## src/rtl/abies_cmd_pkg.sv

```systemverilog
// Shared definitions for the command parser.
//   - opcode byte values carried in the first byte of each frame
//   - err_code_t: error classification reported on err_code
//   - state_t: parser state machine encoding
// Build option: CMD_PARSER_CHECKSUM_EN adds the CSUM state, which checks a
// trailing XOR checksum byte on WRITE frames.
package abies_cmd_pkg;

  localparam logic [7:0] OP_NOP   = 8'h00;
  localparam logic [7:0] OP_WRITE = 8'h01;

  typedef enum logic [1:0] {
    ERR_NONE  = 2'd0,
    ERR_SHORT = 2'd1,
    ERR_LONG  = 2'd2,
    ERR_BAD   = 2'd3
  } err_code_t;

  typedef enum logic [2:0] {
    IDLE,
    ADDR,
    DATA,
`ifdef CMD_PARSER_CHECKSUM_EN
    CSUM,
`endif
    ISSUE,
    DRAIN
  } state_t;

endpackage

```

## src/rtl/cmd_parser.sv

```systemverilog
// Command frame parser: turns decoded frame bytes into register writes.
// Frame: opcode, addr, DATA_BYTES data bytes (LSB first), and, when built
// with CMD_PARSER_CHECKSUM_EN, one XOR checksum byte over all prior bytes.
// Ports:
//   clk, rst              - clock, synchronous active-high reset
//   i_data/i_valid/i_last - incoming byte stream; o_ready is the handshake
//   wr_en/wr_addr/wr_data - register write, completes on wr_en & wr_ready
//   wr_ready              - register file acceptance
//   frame_ok / err        - one-cycle pulses per good / bad frame
//   err_code              - classification of the most recent error
module cmd_parser
  import abies_cmd_pkg::*;
#(
  parameter int DATA_BYTES = 4,
  parameter int AW         = 8
) (
  input  logic                    clk,
  input  logic                    rst,
  input  logic [7:0]              i_data,
  input  logic                    i_valid,
  input  logic                    i_last,
  output logic                    o_ready,
  output logic                    wr_en,
  output logic [AW-1:0]           wr_addr,
  output logic [8*DATA_BYTES-1:0] wr_data,
  input  logic                    wr_ready,
  output logic                    frame_ok,
  output logic                    err,
  output logic [1:0]              err_code
);

  localparam int DW = 8 * DATA_BYTES;

  state_t          state_reg, state_next;
  logic [AW-1:0]   addr_reg, addr_next;
  logic [DW-1:0]   data_reg, data_next, data_shift;
  logic [2:0]      cnt_reg, cnt_next;
  err_code_t       code_reg, code_next;
  err_code_t       drain_reg, drain_next;   // code to report when DRAIN ends
  err_code_t       bad_code;
  logic            ok, bad;
  logic            accept;
  logic            final_byte;
`ifdef CMD_PARSER_CHECKSUM_EN
  logic [7:0]      csum_reg, csum_next;
`endif

  assign accept     = i_valid & o_ready;
  assign final_byte = (cnt_reg == 3'(DATA_BYTES - 1));

  // New bytes enter at the top so the first data byte ends up least significant.
  generate
    if (DATA_BYTES == 1) begin : g_shift_one
      assign data_shift = i_data;
    end else begin : g_shift_many
      assign data_shift = {i_data, data_reg[DW-1:8]};
    end
  endgenerate

  always_ff @(posedge clk) begin
    if (rst) begin
      state_reg <= IDLE;
      addr_reg  <= '0;
      data_reg  <= '0;
      cnt_reg   <= '0;
      code_reg  <= ERR_NONE;
      drain_reg <= ERR_NONE;
`ifdef CMD_PARSER_CHECKSUM_EN
      csum_reg  <= '0;
`endif
    end else begin
      state_reg <= state_next;
      addr_reg  <= addr_next;
      data_reg  <= data_next;
      cnt_reg   <= cnt_next;
      code_reg  <= code_next;
      drain_reg <= drain_next;
`ifdef CMD_PARSER_CHECKSUM_EN
      csum_reg  <= csum_next;
`endif
    end
  end

  always_comb begin
    state_next = state_reg;
    addr_next  = addr_reg;
    data_next  = data_reg;
    cnt_next   = cnt_reg;
    drain_next = drain_reg;
    ok         = 1'b0;
    bad        = 1'b0;
    bad_code   = ERR_NONE;
`ifdef CMD_PARSER_CHECKSUM_EN
    csum_next  = csum_reg;
`endif
    case (state_reg)
      IDLE: begin
        if (accept) begin
          if (i_data == OP_NOP && i_last) begin
            ok = 1'b1;
          end else if (i_data == OP_WRITE && !i_last) begin
            state_next = ADDR;
`ifdef CMD_PARSER_CHECKSUM_EN
            csum_next  = i_data;
`endif
          end else if (i_data == OP_WRITE) begin
            // WRITE opcode alone is a truncated write frame
            bad      = 1'b1;
            bad_code = ERR_SHORT;
          end else if (i_last) begin
            bad      = 1'b1;
            bad_code = ERR_BAD;
          end else begin
            state_next = DRAIN;
            drain_next = ERR_BAD;
          end
        end
      end
      ADDR: begin
        if (accept) begin
          if (i_last) begin
            bad        = 1'b1;
            bad_code   = ERR_SHORT;
            state_next = IDLE;
          end else begin
            addr_next  = AW'(i_data);
            cnt_next   = '0;
            state_next = DATA;
`ifdef CMD_PARSER_CHECKSUM_EN
            csum_next  = csum_reg ^ i_data;
`endif
          end
        end
      end
      DATA: begin
        if (accept) begin
          data_next = data_shift;
          cnt_next  = cnt_reg + 3'd1;
`ifdef CMD_PARSER_CHECKSUM_EN
          csum_next = csum_reg ^ i_data;
`endif
          if (!final_byte) begin
            if (i_last) begin
              bad        = 1'b1;
              bad_code   = ERR_SHORT;
              state_next = IDLE;
            end
          end else begin
`ifdef CMD_PARSER_CHECKSUM_EN
            // The checksum byte is still owed, so last here means short.
            if (i_last) begin
              bad        = 1'b1;
              bad_code   = ERR_SHORT;
              state_next = IDLE;
            end else begin
              state_next = CSUM;
            end
`else
            if (i_last) begin
              state_next = ISSUE;
            end else begin
              state_next = DRAIN;
              drain_next = ERR_LONG;
            end
`endif
          end
        end
      end
`ifdef CMD_PARSER_CHECKSUM_EN
      CSUM: begin
        if (accept) begin
          if (!i_last) begin
            state_next = DRAIN;
            drain_next = ERR_LONG;
          end else if (i_data == csum_reg) begin
            state_next = ISSUE;
          end else begin
            bad        = 1'b1;
            bad_code   = ERR_BAD;
            state_next = IDLE;
          end
        end
      end
`endif
      ISSUE: begin
        if (wr_ready) begin
          ok         = 1'b1;
          state_next = IDLE;
        end
      end
      DRAIN: begin
        if (accept && i_last) begin
          bad        = 1'b1;
          bad_code   = drain_reg;
          state_next = IDLE;
        end
      end
      default: state_next = IDLE;
    endcase
    code_next = bad ? bad_code : code_reg;
  end

  // Pulses are decoded from the current state and byte; masking with rst
  // keeps them quiet while reset is being applied.
  assign o_ready  = (state_reg != ISSUE);
  assign wr_en    = (state_reg == ISSUE);
  assign wr_addr  = addr_reg;
  assign wr_data  = data_reg;
  assign frame_ok = ok & ~rst;
  assign err      = bad & ~rst;
  assign err_code = code_reg;

endmodule

```

## config.mk

```make
export PLATFORM = sky130hd
export DESIGN_NAME = cmd_parser
export DESIGN_NICKNAME = d
export VERILOG_FILES = /design/src/rtl/abies_cmd_pkg.sv /design/src/rtl/cmd_parser.sv
export SDC_FILE = /design/constraint.sdc
export NUM_CORES = 1
export LEC_CHECK = 0
export CORE_MARGIN = 2
export CORE_UTILIZATION = 47
export CTS_BUF_LIST = sky130_fd_sc_hd__clkbuf_8 sky130_fd_sc_hd__clkbuf_16
export DETAILED_ROUTE_END_ITERATION = 6
export PLACE_DENSITY = 0.9
export SYNTH_ARGS = -nofsm -noshare
export SYNTH_HDL_FRONTEND = slang
export SYNTH_SLANG_ARGS = --single-unit
```

## constraint.sdc

```tcl
create_clock -name clk -period 2.17 [get_ports clk]
set_input_delay 0.217 -clock clk [delete_from_list [all_inputs] [get_ports clk]]
set_output_delay 0.217 -clock clk [all_outputs]
set_load 0.005 [all_outputs]
```

==> results.yml, run 1 <==
outcome:
  status: "finished, final reports clean"
synth:
  syn-mean-instance-area_um2: 8.34
  syn-num-nets: 270
  synth-seq-cells: 50
  synth-warning-count: 0
  number_of_distinct_library_cell_variants_in_the_gate_level_netlist_after_synthesis: 42
  postSynthCellCount: 255
  post_synth_instance_area_um2: 2130
  synth.yosys.seq_area_share_pct: 47.1
  synth-edff-count: 0
  async_flop_share_pct: 0
  synthFlopType: "sky130_fd_sc_hd__dfxtp_1"
cts:
  clock-sinks: 50
  clock_insertion_delay_worst_skew_ns: 0.31
  cts_max_level: 2
  hold_buffers: 0
  ctsLongestPathBuffers: 2
  clkSlewWorstSetupHoldPaths_ns: 0.09
  cts_tree: "done"
  cts-buffers-inserted: 5
  clock_tree.root_cell: "sky130_fd_sc_hd__clkbuf_8"
finish:
  antenna-diode-count: 0
  final_layout_size_suffix_gt1_share_pct: 12.0
  area_growth_syn_to_layout_pct: 40.1
  final_common_cell: "sky130_fd_sc_hd__nand2_1"
  layout_common_cells: "sky130_fd_sc_hd__nand2_1, sky130_fd_sc_hd__clkdlybuf4s50_1, sky130_fd_sc_hd__dfxtp_1"
  multi_input_comb_area_um2: 1010
  num-nets-final: 338
  num-fill-cells: 311
  finish.instance_area_um2: 2980
  final_core_util_pct: 68.4
  final_cells: 376
  largest_register_ffs: 32
  seq_area_um2: 1000
global_routing:
  first_pass_grt_wire_length_mm: 8.38
  grt_antenna_before_repair: 0
  globalRoute.totalOverflow: 0
  grtUsageTotal_pct: 20.6
  number_of_global_route_vias_before_repair: 1837
  grt_start_max_net_pins: 44
worst_setup_path:
  critical-path-slowest-cell: "sky130_fd_sc_hd__clkdlybuf4s50_1"
  critPathKind: "in2out"
  worst-path-max-fanout: 2
  cp_data_required_time_ns: 1.95
  cp.arrival_ns: 1.88
  crit_path_cell_trace: "clkdlybuf4s50_1, or3_1, or2_4, buf_4, nand4b_1, a21oi_1, buf_2"
  crit_path_start_kind: "input pin"
  setup.worst_path.end_class: "output port"
  timing.critical_path.slowest_cell_delay_ns: 0.42
timing:
  finClkSkew_ns: 0.00618
  fmax_ghz: 0.476
  fin_crit_sh_pct: 96.8
  finalHoldViolations: 0
  max_slew.worst_pin.slew_ns: 0.583
  slew_headroom_pct: 60.9
  setup_viol: 0
  period_minus_slack_ns: 2.10
  unrepaired_setup_endpoints_after_global_routing: "false"
  maxSlewViolCount: 0
place:
  io_buffer_count: 58
  dp_hpwl_mm: 3.58
  gpl_congestion: 0.902
  dpl_cell_area_um2: 2850
  dpl.cell_count: 366
floorplanning:
  pin_count: 59
  die_width_um: 71.3
  fp.dieArea_um2: 5080
  effective_utilization_at_floorplan_pct: 48.8
  fp.coreArea_um2: 4350
  fp.dieH_um: 71.3
  core.rowCount: 24
hold_path:
  holdCritPathClass: "in2reg"
route:
  drt_first_pass_iters: 4
  route.detailed.drc: 0
  ant_nets: 0
  detail_route.iter0.violations: 147
  wirelength_mm: 5.12
  vias: 1970
  detail_route.vias_per_cell: 5.24
  routed_wire_length_per_instance_um: 13.6
power:
  power_density_nw_per_um2: 597
  power.leakage_nw: 1.14
  vdd_drop_max_uv: 476
job:
  maxCapViolCount: 0
[power breakdown]
group	leakage [nW]	internal, W	total, W	switching, W
logic	0.676	0.0000762	0.000148	0.0000715
clock network	0.0618	0.000379	0.000692	0.000312
registers	0.404	0.000928	0.000937	0.00000907
[synthesized netlist by cell type, types with 2 or more instances]
| cell type | instances | area (um^2) |
|---|---|---|
| sky130_fd_sc_hd__a211oi_1 | 2 | 15.0 |
| sky130_fd_sc_hd__a21oi_1 | 35 | 175 |
| sky130_fd_sc_hd__a22oi_1 | 2 | 15.0 |
| sky130_fd_sc_hd__a2bb2oi_1 | 2 | 17.5 |
| sky130_fd_sc_hd__and2_1 | 2 | 12.5 |
| sky130_fd_sc_hd__and3b_1 | 2 | 17.5 |
| sky130_fd_sc_hd__buf_2 | 7 | 35.0 |
| sky130_fd_sc_hd__clkbuf_1 | 12 | 45.0 |
| sky130_fd_sc_hd__dfxtp_1 | 50 | 1000 |
| sky130_fd_sc_hd__ha_1 | 2 | 25.0 |
| sky130_fd_sc_hd__inv_1 | 7 | 26.3 |
| sky130_fd_sc_hd__mux2i_1 | 10 | 100 |
| sky130_fd_sc_hd__nand2_1 | 71 | 267 |
| sky130_fd_sc_hd__nand4b_1 | 3 | 26.3 |
| sky130_fd_sc_hd__nor2_1 | 12 | 45.0 |
| sky130_fd_sc_hd__nor2b_1 | 5 | 31.3 |
| sky130_fd_sc_hd__nor3_1 | 2 | 10.0 |
| sky130_fd_sc_hd__o21ai_0 | 4 | 20.0 |
| sky130_fd_sc_hd__or3_1 | 2 | 12.5 |
[worst max-delay path: cells and delay by family]
family	cells	cell delay (ns)
AO/OA/AOI/OAI	1	0.14
AND/OR/NAND/NOR	3	0.83
buffers and inverters	3	0.69
[path summary, 6_finish.rpt]
kind                                  from            to  slack (ns)  cells past startpoint
worst max-delay path             i_data[1]      frame_ok        0.07                      7
worst min-delay path                   rst  state_reg[1]        0.24                      2
worst max register to register  cnt_reg[0]  drain_reg[0]        0.35                      6
worst min register to register  wr_data[1]    wr_data[1]        0.46                      2
[metrics by stage]
stage	worst slack, ns	total power (W)	TNS [ns]	hold slack [ns]
floorplan	0.588	0.00103	0	0.353
global route	0.000724	0.00184	0	0.255
CTS	0.000780	0.00179	0	0.229
global placement	-0.339	0.00110	-0.574	0.445
detailed placement	-0.372	0.00111	-0.704	0.450
finish	0.0700	0.00178	0	0.237
[layer usage]
layer | wire [um] | up-vias | part of all wire, % | global-route usage [%]
met4 | 63 | 0 | 1.2 | 6.50
met3 | 386 | 6 | 7.5 | 6.47
met2 | 2550 | 67 | 50 | 34.5
met5 | 0 | - | 0 | 0
li1 | - | 991 | - | -
met1 | 2120 | 906 | 41 | 25.5
[cells by family after synthesis]
group	count (synthesis)	share of synthesized area [%]
multiplexers	10	4.71
buffers and inverters	27	5.36
adder cells (fa/ha/maj)	2	1.18
AO/OA/AOI/OAI	58	18.5
AND/OR/NAND/NOR	106	22.4
XOR/XNOR	2	0.824
flip-flops	50	47.1
[cell type report]
| type | count | share of cell area, % |
|---|---|---|
| well taps | 52 | 2.18 |
| inverters | 7 | 0.882 |
| clock inverters | 2 | 1.30 |
| flip-flops and latches | 50 | 33.6 |
| repair buffers | 81 | 25.3 |
| multi-input cells | 178 | 33.9 |
| clock buffers | 6 | 2.77 |
[repair_timing]
item,4_1_cts,5_1_grt
endpoints found under the setup margin,2,2
setup buffers,2,0
resized for setup,10,2
cloned,0,0
pin swaps,5,2
Note: power is estimated with default switching activity, not from simulation.
==> inputs of run 2 (changes only) <==
ABC_AREA = 1   (was not set)
==> run 2 against run 1 <==
Against the previous run:
- cell count grew 8.2%
- critical path type is now reg2out
- routed wire length grew 5.0%
- largest cell class is now flip-flops and latches
- non-clock buffer count shrank 7
- largest power group unchanged
- count of clock-buffer cells in the layout shrank 1
- critical path depth grew 3
==> results.yml, run 2 <==
outcome:
  status: "finished, final reports clean"
finish:
  final_layout_size_suffix_gt1_share_pct: 11.8
  finish.instance_area_um2: 2920
  final_common_cell: "sky130_fd_sc_hd__nor2_1"
  layout_common_cells: "sky130_fd_sc_hd__nor2_1, sky130_fd_sc_hd__clkdlybuf4s50_1, sky130_fd_sc_hd__dfxtp_1"
  area_growth_syn_to_layout_pct: 37.4
  num-nets-final: 369
  antenna-diode-count: 0
  largest_register_ffs: 32
worst_setup_path:
  setup.worst_path.end_class: "output port"
  critPathKind: "reg2out"
  worst-path-max-fanout: 4
  cp_data_required_time_ns: 1.95
  cp.arrival_ns: 1.76
  crit_path_start_kind: "register"
global_routing:
  grtUsageMet2_pct: 37.7
  grt.busiest_layer: "met2"
  grt_antenna_before_repair: 0
  global_route.usage.met1_pct: 26.3
  first_pass_grt_wire_length_mm: 8.99
  number_of_global_route_vias_before_repair: 2004
  grt_start_max_net_pins: 44
  grtUsageTotal_pct: 22.4
  global_routing_usage_on_met3_pct: 8.55
  globalRoute.totalOverflow: 0
floorplanning:
  pin_count: 59
  effective_utilization_at_floorplan_pct: 48.7
  fp.dieArea_um2: 5070
  fp.dieH_um: 71.2
  core.rowCount: 24
  die_width_um: 71.2
  fp.coreArea_um2: 4350
route:
  ant_nets: 0
  vias: 2105
  detail_route.iter0.violations: 199
  routed_wire_length_per_instance_um: 13.2
  route.detailed.drc: 0
  drt_first_pass_iters: 5
  detail_route.vias_per_cell: 5.17
  wirelength_mm: 5.38
timing:
  period_minus_slack_ns: 1.98
  fin_crit_sh_pct: 91.3
  max_slew.worst_pin.slew_ns: 0.531
  finalHoldViolations: 0
  fmax_ghz: 0.505
  setup_viol: 0
  unrepaired_setup_endpoints_after_global_routing: "false"
  postLayoutSetupSlackWorst_ns: 0.188
  maxSlewViolCount: 0
  slew_headroom_pct: 64.5
  finClkSkew_ns: 0.00725
  totalNegativeSetupSlack_ns: 0
place:
  dp_hpwl_mm: 3.74
  gpl_congestion: 0.891
  pre_cts_ws_ns: -0.0920
  dpl_cell_area_um2: 2770
  io_buffer_count: 58
power:
  vdd_drop_max_uv: 642
  power_w: 0.00188
  power.leakage_nw: 1.33
  power_density_nw_per_um2: 646
hold_path:
  holdCritPathClass: "reg2reg"
cts:
  clock_tree.root_cell: "sky130_fd_sc_hd__clkbuf_8"
  cts_max_level: 2
  clkSlewWorstSetupHoldPaths_ns: 0.09
  cts_tree: "done"
  clock-sinks: 50
  ctsLongestPathBuffers: 2
  cts-buffers-inserted: 5
  clock_insertion_delay_worst_skew_ns: 0.31
synth:
  synth_top_area_share_pct: 47.2
  synth-seq-cells: 50
  postSynthCellCount: 286
  number_of_distinct_library_cell_variants_in_the_gate_level_netlist_after_synthesis: 27
  synth-edff-count: 0
  syn-mean-instance-area_um2: 7.42
  syn-num-nets: 301
  async_flop_share_pct: 0
  synth_top_area_cell: "sky130_fd_sc_hd__dfxtp_1"
  synth.yosys.seq_area_share_pct: 47.2
  yosys.cell_count.top_type: "sky130_fd_sc_hd__nor2_1"
  synth-warning-count: 0
  synthTopCellsByCount: "sky130_fd_sc_hd__nor2_1, sky130_fd_sc_hd__dfxtp_1, sky130_fd_sc_hd__o21ai_0"
  synthFlopType: "sky130_fd_sc_hd__dfxtp_1"
  post_synth_instance_area_um2: 2120
  synthTopCellsByArea: "sky130_fd_sc_hd__dfxtp_1, sky130_fd_sc_hd__nor2_1, sky130_fd_sc_hd__o21ai_0"
job:
  maxCapViolCount: 0
==> run 2: final timing paths <==
check                                  start           end  slack [ns]  depth (start not counted)
worst max-delay path              cnt_reg[0]           err        0.19                         10
worst min-delay path            drain_reg[0]  drain_reg[0]        0.46                          2
worst max register to register  state_reg[0]    cnt_reg[2]        0.53                          7
worst min register to register  drain_reg[0]  drain_reg[0]        0.46                          2
==> run 2: critical path: stages, from the launching register on <==
cell	delay [ns]
sky130_fd_sc_hd__dfxtp_1	0.33
sky130_fd_sc_hd__ha_1	0.20
sky130_fd_sc_hd__ha_1	0.19
sky130_fd_sc_hd__inv_1	0.07
sky130_fd_sc_hd__nand3_2	0.11
sky130_fd_sc_hd__inv_1	0.07
sky130_fd_sc_hd__o21ai_1	0.05
sky130_fd_sc_hd__nand2_1	0.09
sky130_fd_sc_hd__inv_1	0.05
sky130_fd_sc_hd__nor2_1	0.07
sky130_fd_sc_hd__dlygate4sd2_1	0.23
==> run 2: cells by family after synthesis <==
| family | count (synthesis) | share of synthesized area (%) |
|---|---|---|
| and+or+nand+nor | 145 | 29.7 |
| AOI/OAI and AO/OA | 58 | 14.1 |
| buffers and inverters | 31 | 7.84 |
| DFF | 50 | 47.2 |
| adders and majority gates | 2 | 1.18 |
==> run 2: repair_timing <==
item	in CTS	in global routing
gates resized for setup	6	3
hold buffers	0	0
pin swaps	3	1
endpoints found under the setup margin	2	1
setup buffers	3	0
hold endpoints to repair	0	0
==> run 2: per-stage QoR <==
stage	hold WS [ns]	instances	utilization, %
after floorplan	0.352	286	-
after global placement	0.439	396	63.5
after detailed placement	0.453	396	63.5
after CTS	0.466	407	66.8
after global routing	0.484	407	67.0
final	0.465	407	67.0
==> run 2: layer usage <==
metal | share of wire [%] | wire length [um]
met1 | 40 | 2160
met2 | 49 | 2640
met3 | 8.6 | 462
met4 | 2.1 | 114
met5 | 0 | 0
==> run 2: area by class of cell <==
class | instances | area, um^2
fill | 361 | 1440
sequential | 50 | 1000
multi-input combinational | 205 | 972
timing repair buffer | 74 | 698
clock buffer | 5 | 68.8
inverter | 18 | 67.6
tap | 52 | 65.1
clock inverter | 3 | 41.3
==> run 2: where the power goes <==
group	total (W)	switching (W)	internal, W
Sequential	0.000979	0.0000279	0.000951
Clock	0.000650	0.000311	0.000339
Combinational	0.000256	0.000136	0.000120
Total	0.00188	0.000475	0.00141
==> inputs of run 3 (changes only) <==
GPL_TIMING_DRIVEN = 0   (was not set)
==> run 3 against run 2 <==
Against the previous run:
- non-clock buffer count decreased by 3
- clock power decreased by 18%
- via count decreased by 2.1%
- sequential share of layout area increased by 0.60 points
- clock skew decreased by 0.0035 ns
- global-route usage decreased by 1.2 points
- count of clock-buffer cells in the layout unchanged
- worst hold slack got worse by 0.14 ns
- largest cell class unchanged
- highest routed layer unchanged
==> results.yml, run 3 (synthesis gave the netlist of run 2 again) <==
outcome:
  status: "finished, final reports clean"
cts:
  cts_max_level: 2
  cts_tree: "done"
  clkSlewWorstSetupHoldPaths_ns: 0.09
  cts-buffers-inserted: 5
  clock_tree.root_cell: "sky130_fd_sc_hd__clkbuf_8"
  ctsLongestPathBuffers: 2
  clock-sinks: 50
  clock_insertion_delay_worst_skew_ns: 0.30
worst_setup_path:
  reg2reg_from: "state_reg[0]"
  worst-r2r-cell-count: 8
  crit_path_start_kind: "register"
  critPathKind: "reg2out"
  cpMostUsedCell: "sky130_fd_sc_hd__inv_1"
  timing.critical_path.slowest_cell_delay_ns: 0.34
  cp_data_required_time_ns: 1.95
  crit_path_cell_trace: "ha_1, ha_1, inv_1, nand3_2, inv_1, o21ai_1, nand2_1, inv_1, nor2_1, dlygate4sd2_1"
  worstReg2RegEnd: "state_reg[0]"
  regToRegSetupSlack_ns: 0.68
  critical-path-slowest-cell: "sky130_fd_sc_hd__dfxtp_2"
  cp.arrival_ns: 1.77
  setup.worst_path.end_class: "output port"
  worst-path-max-fanout: 4
finish:
  final_core_util_pct: 65.8
  multi_input_comb_area_um2: 970
  largest_register_ffs: 32
  antenna-diode-count: 0
  layout_common_cells: "sky130_fd_sc_hd__nor2_1, sky130_fd_sc_hd__clkdlybuf4s50_1, sky130_fd_sc_hd__dfxtp_1"
  seq_area_um2: 1000
  final_cells: 404
  final_common_cell: "sky130_fd_sc_hd__nor2_1"
  final_layout_size_suffix_gt1_share_pct: 10.5
  num-nets-final: 366
  area_growth_syn_to_layout_pct: 35.1
  num-fill-cells: 360
route:
  vias: 2061
  detail_route.iter0.violations: 156
  met2WireLength_mm: 2.56
  route.detailed.drc: 0
  routed_wire_length_per_instance_um: 12.8
  met3_wirelength_um: 371
  wirelength_mm: 5.16
  top_signal_layer_used: "met4"
  drt_first_pass_iters: 4
  detail_route.vias_per_cell: 5.10
  drt-met1-wl_mm: 2.18
  ant_nets: 0
floorplanning:
  fp.coreArea_um2: 4350
  core.rowCount: 24
  fp.dieH_um: 71.2
  die_width_um: 71.2
  effective_utilization_at_floorplan_pct: 48.7
  fp.dieArea_um2: 5070
  pin_count: 59
timing:
  slew_headroom_pct: 66.5
  fmax_ghz: 0.502
  setup_viol: 0
  whs_ns: 0.329
  unrepaired_setup_endpoints_after_global_routing: "false"
  finalHoldViolations: 0
  maxSlewViolCount: 0
  max_slew.worst_pin.slew_ns: 0.502
  period_minus_slack_ns: 1.99
  fin_crit_sh_pct: 91.7
  finClkSkew_ns: 0.00376
place:
  io_buffer_count: 56
  gpl_congestion: 0.882
  dp_hpwl_mm: 3.77
  dpl.cell_count: 394
job:
  maxCapViolCount: 0
power:
  power_density_nw_per_um2: 613
  power_w: 0.00176
  power.leakage_nw: 1.30
  vdd_drop_max_uv: 628
global_routing:
  grt_antenna_before_repair: 0
  globalRoute.totalOverflow: 0
  number_of_global_route_vias_before_repair: 1897
  grtUsageTotal_pct: 21.2
  grt_start_max_net_pins: 17
  first_pass_grt_wire_length_mm: 8.60
hold_path:
  whs_path_cells: 2
  hp-start: "rst"
  hold_endpoint: "cnt_reg[1]"
  holdCritPathClass: "in2reg"
## run 3: layout make-up
cell class              instances  share of cell area (%)
plain buffers                  13                    3.45
clock buffers                   5                    2.40
clock inverters                 3                   0.742
inverters                      18                    2.36
multi-input cells             205                    33.8
flip-flops and latches         50                    35.0
well taps                      52                    2.27
repair buffers                 58                    19.9
## run 3: metal layers
metal,global-route usage [%],vias up
li1,-,1046
met1,26.6,939
met2,36.7,71
met3,4.56,5
met4,5.66,0
met5,0,-
## run 3: worst max-delay path, delay by kind of cell (launching register included)
kind,cells,cell delay [ns]
adder cells (fa/ha/maj),2,0.39
AO/OA/AOI/OAI,1,0.05
AND/OR/NAND/NOR,3,0.27
flip-flops,1,0.34
buffers and inverters,4,0.43
## run 3: how the worst max path moves through the flow
| stage | end | slack (ns) | start | depth (start not counted) |
|---|---|---|---|---|
| 2_1_floorplan | err | 0.76 | cnt_reg[0] | 9 |
| 3_3_place_gp | frame_ok | -0.12 | i_data[2] | 8 |
| 3_5_place_dp | frame_ok | -0.1 | i_data[2] | 8 |
| 4_1_cts | err | 0.15 | cnt_reg[0] | 10 |
| 5_1_grt | err | 0.04 | cnt_reg[0] | 10 |
| 6_report | err | 0.18 | cnt_reg[0] | 10 |
## run 3: what timing repair did
action                     4_1_cts  5_1_grt
gates resized for setup          9        0
hold buffers                     0        0
setup endpoints to repair        2        0
buffers inserted                 2        0
## run 3: through the flow
stage / setup TNS [ns] / setup WS (ns) / area (um^2)
2_1_floorplan: 0 / 0.759 / 2120
3_3_place_gp: -0.120 / -0.120 / 2750
3_5_place_dp: -0.0989 / -0.0989 / 2750
4_1_cts: 0 / 0.149 / 2870
5_1_grt: 0 / 0.0423 / 2870
6_report: 0 / 0.180 / 2870
## run 3: report_power, final
part	leakage [nW]	internal (W)	switching, W
Sequential	0.405	0.000950	0.0000197
Combinational	0.848	0.000112	0.000142
Clock	0.0441	0.000227	0.000309
Total	1.30	0.00129	0.000470
